==> config.mk <==
export PLATFORM = sky130hd
export DESIGN_NAME = lvds_tx
export DESIGN_NICKNAME = d
export VERILOG_FILES = /design/src/rtl/lvds_pkg.sv /design/src/rtl/sync_2ff.sv /design/src/rtl/lvds_tx.sv
export SDC_FILE = /design/constraint.sdc
export NUM_CORES = 1
export LEC_CHECK = 0
export BUFFER_PORTS_ARGS = -buffer_cell sky130_fd_sc_hd__buf_2
export CORE_MARGIN = 1
export CORE_UTILIZATION = 56
export CTS_CLUSTER_SIZE = 10
export DETAILED_ROUTE_END_ITERATION = 8
export GPL_TIMING_DRIVEN = 0
export PLACE_DENSITY = 0.91
export SLEW_MARGIN = 20
export SYNTH_ARGS = -nofsm -noshare
export SYNTH_HDL_FRONTEND = slang
export SYNTH_SLANG_ARGS = --single-unit
export TNS_END_PERCENT = 50
==> constraint.sdc <==
create_clock -name i_ddr_clk -period 2.65 [get_ports i_ddr_clk]
set_clock_uncertainty 0.15 [all_clocks]
set_input_delay 0.265 -clock i_ddr_clk [delete_from_list [all_inputs] [get_ports i_ddr_clk]]
set_output_delay 0.265 -clock i_ddr_clk [all_outputs]
set_load 0.005 [all_outputs]
==> src/rtl/lvds_pkg.sv <==
// Shared constants for the AT86RF215 LVDS I/Q link (TX and RX sides).
// Latency: n/a (constants, types and a pure helper function only).
// Backpressure: n/a.
package lvds_pkg;

  // Sync markers carried in the top two bits of the I half and the Q half.
  localparam logic [1:0]  SYNC_I      = 2'b10;
  localparam logic [1:0]  SYNC_Q      = 2'b01;
  // A 32-bit frame moves as 16 two-bit DDR pairs.
  localparam int          FRAME_PAIRS = 16;
  // I = 0, Q = 0, with both sync markers already in place.
  localparam logic [31:0] ZERO_FRAME  = 32'h8000_4000;

  typedef enum logic [1:0] {
    ST_IDLE   = 2'd0,
    ST_PRIME  = 2'd1,
    ST_STREAM = 2'd2
  } tx_state_e;

  // Overwrite the sync marker positions of a frame.
  function automatic logic [31:0] apply_sync(input logic [31:0] w);
    logic [31:0] r;
    r          = w;
    r[31:30]   = SYNC_I;
    r[15:14]   = SYNC_Q;
    return r;
  endfunction

endpackage

==> src/rtl/sync_2ff.sv <==
// Two-flop synchronizer for one level signal crossing into clk_i.
// Latency: 2 clk_i cycles. Backpressure: none.
// Ports: clk_i, rst_ni (async active-low, output clears to 0), d_i async level in, q_o synchronized level out.
module sync_2ff (
  input  logic clk_i,
  input  logic rst_ni,
  input  logic d_i,
  output logic q_o
);

  logic meta_q;
  logic sync_q;

  always_ff @(posedge clk_i or negedge rst_ni) begin
    if (!rst_ni) begin
      meta_q <= 1'b0;
      sync_q <= 1'b0;
    end else begin
      meta_q <= d_i;
      sync_q <= meta_q;
    end
  end

  assign q_o = sync_q;

endmodule

==> src/rtl/lvds_tx.sv <==
// LVDS I/Q transmitter: pulls 32-bit frames from the TX FIFO and sends them MSB-first as DDR pairs.
// Latency: 1 cycle from frame load to first pair on the pins; one PRIME frame of 00 precedes streaming.
// Backpressure: none toward the link; an empty FIFO at prefetch time yields a zero frame and bumps the underrun count.
// Ports: i_ddr_clk/i_rst_b clock and async active-low reset; i_tx_enable async stream enable;
//        i_fifo_empty/i_fifo_data/o_fifo_pull FIFO read side (data one cycle after pull);
//        o_ddr_data {rise bit, fall bit}; o_underrun_cnt saturating zero-fill count; o_debug_state FSM state.
module lvds_tx
  import lvds_pkg::*;
#(
  parameter int FORCE_SYNC = 1,
  parameter int UNDERRUN_W = 8
) (
  input  logic                  i_ddr_clk,
  input  logic                  i_rst_b,
  input  logic                  i_tx_enable,
  input  logic                  i_fifo_empty,
  input  logic [31:0]           i_fifo_data,
  output logic                  o_fifo_pull,
  output logic [1:0]            o_ddr_data,
  output logic [UNDERRUN_W-1:0] o_underrun_cnt,
  output logic [1:0]            o_debug_state
);

  localparam logic [3:0] LAST_PAIR    = 4'(FRAME_PAIRS - 1);
  localparam logic [3:0] PULL_PAIR    = 4'd13;
  localparam logic [3:0] CAPTURE_PAIR = 4'd14;

  logic                  en_s;
  tx_state_e             state_q,   state_d;
  logic [3:0]            pair_q,    pair_d;
  logic [31:0]           shift_q,   shift_d;
  logic [31:0]           next_q,    next_d;
  logic                  next_vld_q, next_vld_d;
  logic                  pulled_q;
  logic [1:0]            ddr_q,     ddr_d;
  logic [UNDERRUN_W-1:0] cnt_q,     cnt_d;
  logic                  load;

  sync_2ff u_en_sync (
    .clk_i  (i_ddr_clk),
    .rst_ni (i_rst_b),
    .d_i    (i_tx_enable),
    .q_o    (en_s)
  );

  // Pull is decoded from registered state so it is high exactly during pair 13
  // and reflects the empty flag sampled in that same cycle.
  assign o_fifo_pull = (state_q != ST_IDLE) && (pair_q == PULL_PAIR) && !i_fifo_empty;

  always_comb begin
    state_d    = state_q;
    pair_d     = pair_q + 4'd1;
    shift_d    = {shift_q[29:0], 2'b00};
    next_d     = next_q;
    next_vld_d = next_vld_q;
    cnt_d      = cnt_q;
    load       = 1'b0;
    // Registered from the pre-edge state so the last pair of a frame still
    // leaves the pins on the cycle after STREAM exits.
    ddr_d      = (state_q == ST_STREAM) ? shift_q[31:30] : 2'b00;

    if ((pair_q == CAPTURE_PAIR) && pulled_q) begin
      next_d     = i_fifo_data;
      next_vld_d = 1'b1;
    end

    if (pair_q == LAST_PAIR) begin
      unique case (state_q)
        ST_IDLE:   if (en_s) state_d = ST_PRIME;
        ST_PRIME: begin
          state_d = ST_STREAM;
          load    = 1'b1;
        end
        ST_STREAM: begin
          if (en_s) begin
            load = 1'b1;
          end else begin
            // A word prefetched for a frame that will never be sent is dropped.
            state_d    = ST_IDLE;
            next_vld_d = 1'b0;
          end
        end
        default:   state_d = ST_IDLE;
      endcase
    end

    if (load) begin
      next_vld_d = 1'b0;
      if (next_vld_q) begin
        shift_d = (FORCE_SYNC != 0) ? apply_sync(next_q) : next_q;
      end else begin
        shift_d = ZERO_FRAME;
        // The PRIME-to-STREAM load is not an underrun: nothing was streaming yet.
        if ((state_q == ST_STREAM) && (cnt_q != {UNDERRUN_W{1'b1}})) begin
          cnt_d = cnt_q + 1'b1;
        end
      end
    end
  end

  always_ff @(posedge i_ddr_clk or negedge i_rst_b) begin
    if (!i_rst_b) begin
      state_q    <= ST_IDLE;
      pair_q     <= 4'd0;
      shift_q    <= 32'd0;
      next_q     <= 32'd0;
      next_vld_q <= 1'b0;
      pulled_q   <= 1'b0;
      ddr_q      <= 2'b00;
      cnt_q      <= '0;
    end else begin
      state_q    <= state_d;
      pair_q     <= pair_d;
      shift_q    <= shift_d;
      next_q     <= next_d;
      next_vld_q <= next_vld_d;
      pulled_q   <= o_fifo_pull;
      ddr_q      <= ddr_d;
      cnt_q      <= cnt_d;
    end
  end

  assign o_ddr_data     = ddr_q;
  assign o_underrun_cnt = cnt_q;
  assign o_debug_state  = state_q;

endmodule

# == Word-level counts from Yosys, hierarchy flattened ==
# Cells that the tools add are included.
# totals
input_bits,36
reg_bits,82
output_inout_bits,13
wordCells,44
# classes
n_eq_ne,8
bitwise_logic,1
n_reduce_logical,9
addsub,2
muxes,14
# ops
operator,n
32-bit two-way mux,1
30-bit two-way mux,1
4-bit equality test (second input constant),3
8-bit by 1-bit adder with 8-bit output (second input constant),1
8-bit != test (second input constant),1
1-bit two-way mux,7
2-bit two-way mux,3
2-bit case mux with 3 select lines,1
3-bit AND reduction,2
4-bit by 1-bit adder with 4-bit output (second input constant),1
1-bit logical AND,4
2-bit by 1-bit equality test with 1-bit output (second input constant),1
2-bit equality test (second input constant),1
2-bit zero test,1
2-bit by 1-bit != test with 1-bit output (second input constant),1
2-bit != test (second input constant),1
1-bit case mux with 2 select lines,1
2-bit nonzero test,1
1-bit zero test,1
1-bit NOT,1

# == Depth between registers and ports, before layout ==
# depth
depth_word,7
depth_mapped,8

# == Hierarchy ==
# A second synthesis with hierarchy kept.
# unflattened
hier_cells,269
hier_area_um2,3226.8
# by_module_without_submodules
module,n_inst,cells_per_inst,area_per_inst_um2,seq_area_each_um2
lvds_tx,1,267,3176.8,1951.9
sync_2ff,1,2,50.0,50.0

# == Worst setup path before layout ==
# No wires, ideal clock.
# synth_path
path_kind,flip-flop to flip-flop
from,"reg state_q[0], in the netlist o_debug_state[0]"
to,"reg cnt_q[1], in the netlist o_underrun_cnt[1]"
period_less_slack_ps,1905
path_stages_with_launch,7
setup_slack_ps,745
setup_time_ps,125
arrival_ps,1630
cell_sequence,dfrtp_1 inv_1 ha_1 a21o_1 nand4_4 nor2_1 mux2_2
# synth_between
elab_chain_len,4
# synth_rtl
item,line,source
from (decl),lvds_tx.sv:29,"tx_state_e state_q, state_d;"
from (signal assigned),lvds_tx.sv:112,state_q <= state_d;
2-bit equality test / 2-bit by 1-bit equality test with 1-bit output (equally long branches),"lvds_tx.sv:68, lvds_tx.sv:94",
1-bit case mux with 2 select lines,lvds_tx.sv:68,unique case (state_q)
1-bit two-way mux,lvds_tx.sv:67,if (pair_q == LAST_PAIR) begin
3-bit AND reduction (no source line) (*),n/a,
to (signal assigned),lvds_tx.sv:119,cnt_q <= cnt_d;
to (decl),lvds_tx.sv:36,"logic [UNDERRUN_W-1:0] cnt_q, cnt_d;"
# Mark *: on every way between the ends. The rest lies on a longest branch, timed or not.
# A chain may end at the register's enable or synchronous reset.

# == Worst setup path in the final report ==
# layout_path
from,"reg state_q[0], in the netlist o_debug_state[0]"
to,reg shift_q[23]
# layout_between
elab_chain_len,4
# layout_rtl
item,line,source
2-bit equality test / 2-bit by 1-bit equality test with 1-bit output (equally long branches),lvds_tx.sv:68,
1-bit case mux with 2 select lines (*),lvds_tx.sv:68,
1-bit two-way mux (*),lvds_tx.sv:67,
32-bit two-way mux (*),lvds_tx.sv:87,if (load) begin
named net shift_d[23],lvds_tx.sv:31,"logic [31:0] shift_q, shift_d;"
to (signal assigned),lvds_tx.sv:114,shift_q <= shift_d;
to (decl),lvds_tx.sv:31,
# Mark *: on every way through the listed nets, which the timed path passes. The rest lies on a longest branch.

==> impl_metrics.py <==
metrics = {
    "run": {
        "cap_violations": 0,
    },
    "critical_path": {
        "reg2regPathDepth": 7,
        "slowest_delay_ns": 0.43,
        "crit_buf_inv": 3,
        "arrival_ns": 2.26,
        "critPathKind": "reg -> reg",
        "critPathCaptureType": "flop",
        "cp.depth": 7,
        "reg2reg_to": "shift_q[23]",
        "cpMaxStageDelayCell": "dfrtp_1",
        "crit_chain": "inv_1, ha_1, a21o_1, nand3_1, buf_2, clkbuf_1, o21ai_0",
        "ff2ff_setup_slack_ns": 0.46,
        "cp_top_family": "buffers and inverters",
        "endpoint": "shift_q[23]",
        "r2r_start": "o_debug_state[0]",
        "startpoint": "o_debug_state[0]",
        "crit_fanout": 10,
        "startpoint_type": "flop",
        "critPathRequiredTime_ns": 2.72,
    },
    "cells_and_area": {
        "mostFrequentLayoutCell": "dfrtp_1",
        "fin_nets": 400,
        "syn_to_final_growth_pct": 24.92,
        "utilization_pct": 72.79,
        "multi_input_area_sq_um": 1142,
        "n_fill_cell": 398,
        "drive_gt1_share_pct": 28.89,
        "regArea_sq_um": 2002,
        "final_cell_mix": "dfrtp_1 (80), nand2_1 (57), buf_2 (50)",
        "antenna_cells": 0,
    },
    "sta": {
        "max_slew_margin_pct": 69.30,
        "hold_viol": 0,
        "worstMarginPinSlew_ns": 0.4605,
        "clock.fmax_ghz": 0.4568,
        "rsz0062_at_grt": "false",
        "fin_setup_tns_ns": 0,
        "slew_viol_final": 0,
        "setup_viol": 0,
        "min_period_ns": 2.189,
        "fin_crit_sh_pct": 82.60,
        "worst_hold_slack_ns": 0.2160,
    },
    "grt": {
        "grt_overflow": 0,
        "track_usage_pct": 23.06,
        "antenna_found_initial": 0,
        "grt_pass1_vias": 2300,
        "grt_max_degree": 48,
        "grt_pass1_wl_microns": 10470,
    },
    "routing": {
        "num_vias": 2228,
        "drc": 0,
        "drt_first_pass_iters": 4,
        "wl_per_cell_microns": 14.01,
        "wl_microns": 6051,
        "first_iter_violations": 74,
        "viasPerCell": 5.157,
        "ant_nets": 0,
    },
    "pwr": {
        "p_leak_uw": 0.001963,
        "ir_drop_uv": 431.9,
        "power.density_nw_per_um2": 616.9,
    },
    "clock_network": {
        "h-tree-depth": 3,
        "cts.sinks": 80,
        "cts_tree": "done",
        "clk_latency_ns": 0.35,
        "path_clk_slew_ns": 0.08,
        "cts_max_path_buffers": 2,
        "root_buffer": "clkbuf_8",
        "cts_made_buffers": 9,
        "post_cts_resized": 0,
    },
    "yosys": {
        "syn-cell-area_sq_um": 3228,
        "post_synth.cell_area_avg_sq_um": 12.00,
        "yosysUniqueCellTypes": 30,
        "synth_xor_area_share_pct": 1.899,
        "synthAdderAreaFrac_pct": 3.101,
        "yosysTopAreaCell": "dfrtp_1",
        "yosysWarnings": 0,
        "synth.area.top_cells": "dfrtp_1 (62%), mux2_2 (10%), nand2_1 (6.6%), o21ai_0 (4.3%), ha_1 (3.1%)",
        "yosys.area_share.simple_pct": 13.80,
        "synthCells": 269,
        "synth_top_cell_area_share_pct": 62.02,
        "synth_compound_area_share_pct": 5.814,
        "seq_area_frac_synth_pct": 62.02,
        "synth_seq_cells": 80,
        "synth_top_family_by_area": "simple AND/OR/NAND/NOR gates",
        "syn_nets": 313,
        "muxShareOfSynthArea_pct": 10.78,
    },
    "die": {
        "core_sq_um": 5540,
        "start_util_pct": 58.27,
        "die_area_sq_um": 6072,
        "ios": 49,
        "dieWidth_microns": 77.93,
        "die_height_microns": 77.93,
        "row_count": 27,
    },
    "outcome": {
        "status": "finished clean",
    },
    "place": {
        "dp_hpwl_microns": 3978,
        "gp_congestion": 0.7707,
        "port_buffers": 44,
    },
    "hold_path": {
        "min_path_type": "reg -> reg",
    },
}
==> registers in the layout, indices dropped and copies added (netlist names) <==
name	count
next_q	28
pair_q	4
u_en_sync.meta_q	1
shift_q	32
o_underrun_cnt	8
u_en_sync.q_o	1
pulled_q	1
next_vld_q	1
o_ddr_data	2
o_debug_state	2
==> power by group <==
group	switching, uW	internal, uW	total (uW)
clock network	428	335	763
logic	174	162	337
registers	55.2	1330	1390
==> Yosys cell counts <==
library cell,instances
xor2_1,6
a21o_1,1
nand4b_1,1
mux2_2,30
nor3b_1,1
a21oi_1,4
nor4b_2,1
buf_2,7
clkbuf_1,5
nor3_4,1
nor4_2,2
o32a_2,1
ha_1,8
and2_1,4
nand4_4,1
and3_1,2
nor3_1,2
xnor2_1,1
mux2i_1,1
and2b_1,1
nand4_1,2
nand3_1,5
dfrtp_1,80
a31o_2,1
and3_4,1
nor2_1,4
nand2b_1,3
inv_1,8
nand2_1,57
o21ai_0,28
==> layout make-up <==
cell class,instances,share of cell area [%]
Clock buffer,10,3.165
Buffer,12,1.334
Inverter,8,0.7446
Clock inverter,5,0.8377
Sequential cell,80,49.64
Multi-Input combinational cell,169,28.33
Timing Repair Buffer,76,13.71
Tap cell,72,2.234
==> timing repair <==
| item | CTS | global route |
|---|---|---|
| buffers inserted | 0 | 0 |
| hold endpoints to repair | 63 | 0 |
| hold buffers | 31 | 0 |
==> worst min-delay path by stage <==
stage / from / endpoint / slack (ns) / cells past startpoint
CTS: u_en_sync.meta_q / u_en_sync.q_o / 0.23 / 0
global placement: u_en_sync.meta_q / u_en_sync.q_o / 0.20 / 0
global route: u_en_sync.meta_q / u_en_sync.q_o / 0.23 / 0
floorplan: i_rst_b / next_q[0] / -0.18 / 0
detailed placement: i_rst_b / u_en_sync.meta_q / 0.09 / 1
finish: u_en_sync.meta_q / u_en_sync.q_o / 0.22 / 0
==> per-layer routing <==
layer	GRT usage [%]	wire length [microns]	up-vias
met5	0	0	-
met4	7.222	67	0
met3	7.529	220	6
met2	39.29	3139	43
met1	27.80	2624	1110
li1	-	-	1069
==> metrics by stage <==
step / std cells / cell area (sq um) / total power [uW] / setup WS, ns
after CTS: 432 / 4033 / 2505 / 0.4614
after global routing: 432 / 4033 / 2611 / 0.2576
after global placement: 385 / 3538 / 1683 / 0.5759
final: 432 / 4033 / 2488 / 0.4611
after floorplan: 269 / 3228 / 1588 / 0.7448
after detailed placement: 386 / 3561 / 1713 / 0.4739
==> kinds of logic (layout without fill, tap and decap cells) <==
group | Yosys count | count (layout)
simple gates | 88 | 88
buf+inv | 20 | 111
compound gates | 35 | 35
mux | 31 | 31
xor+xnor | 7 | 7
fa+ha+maj | 8 | 8
flops | 80 | 80
(Power assumes the default switching activity.)
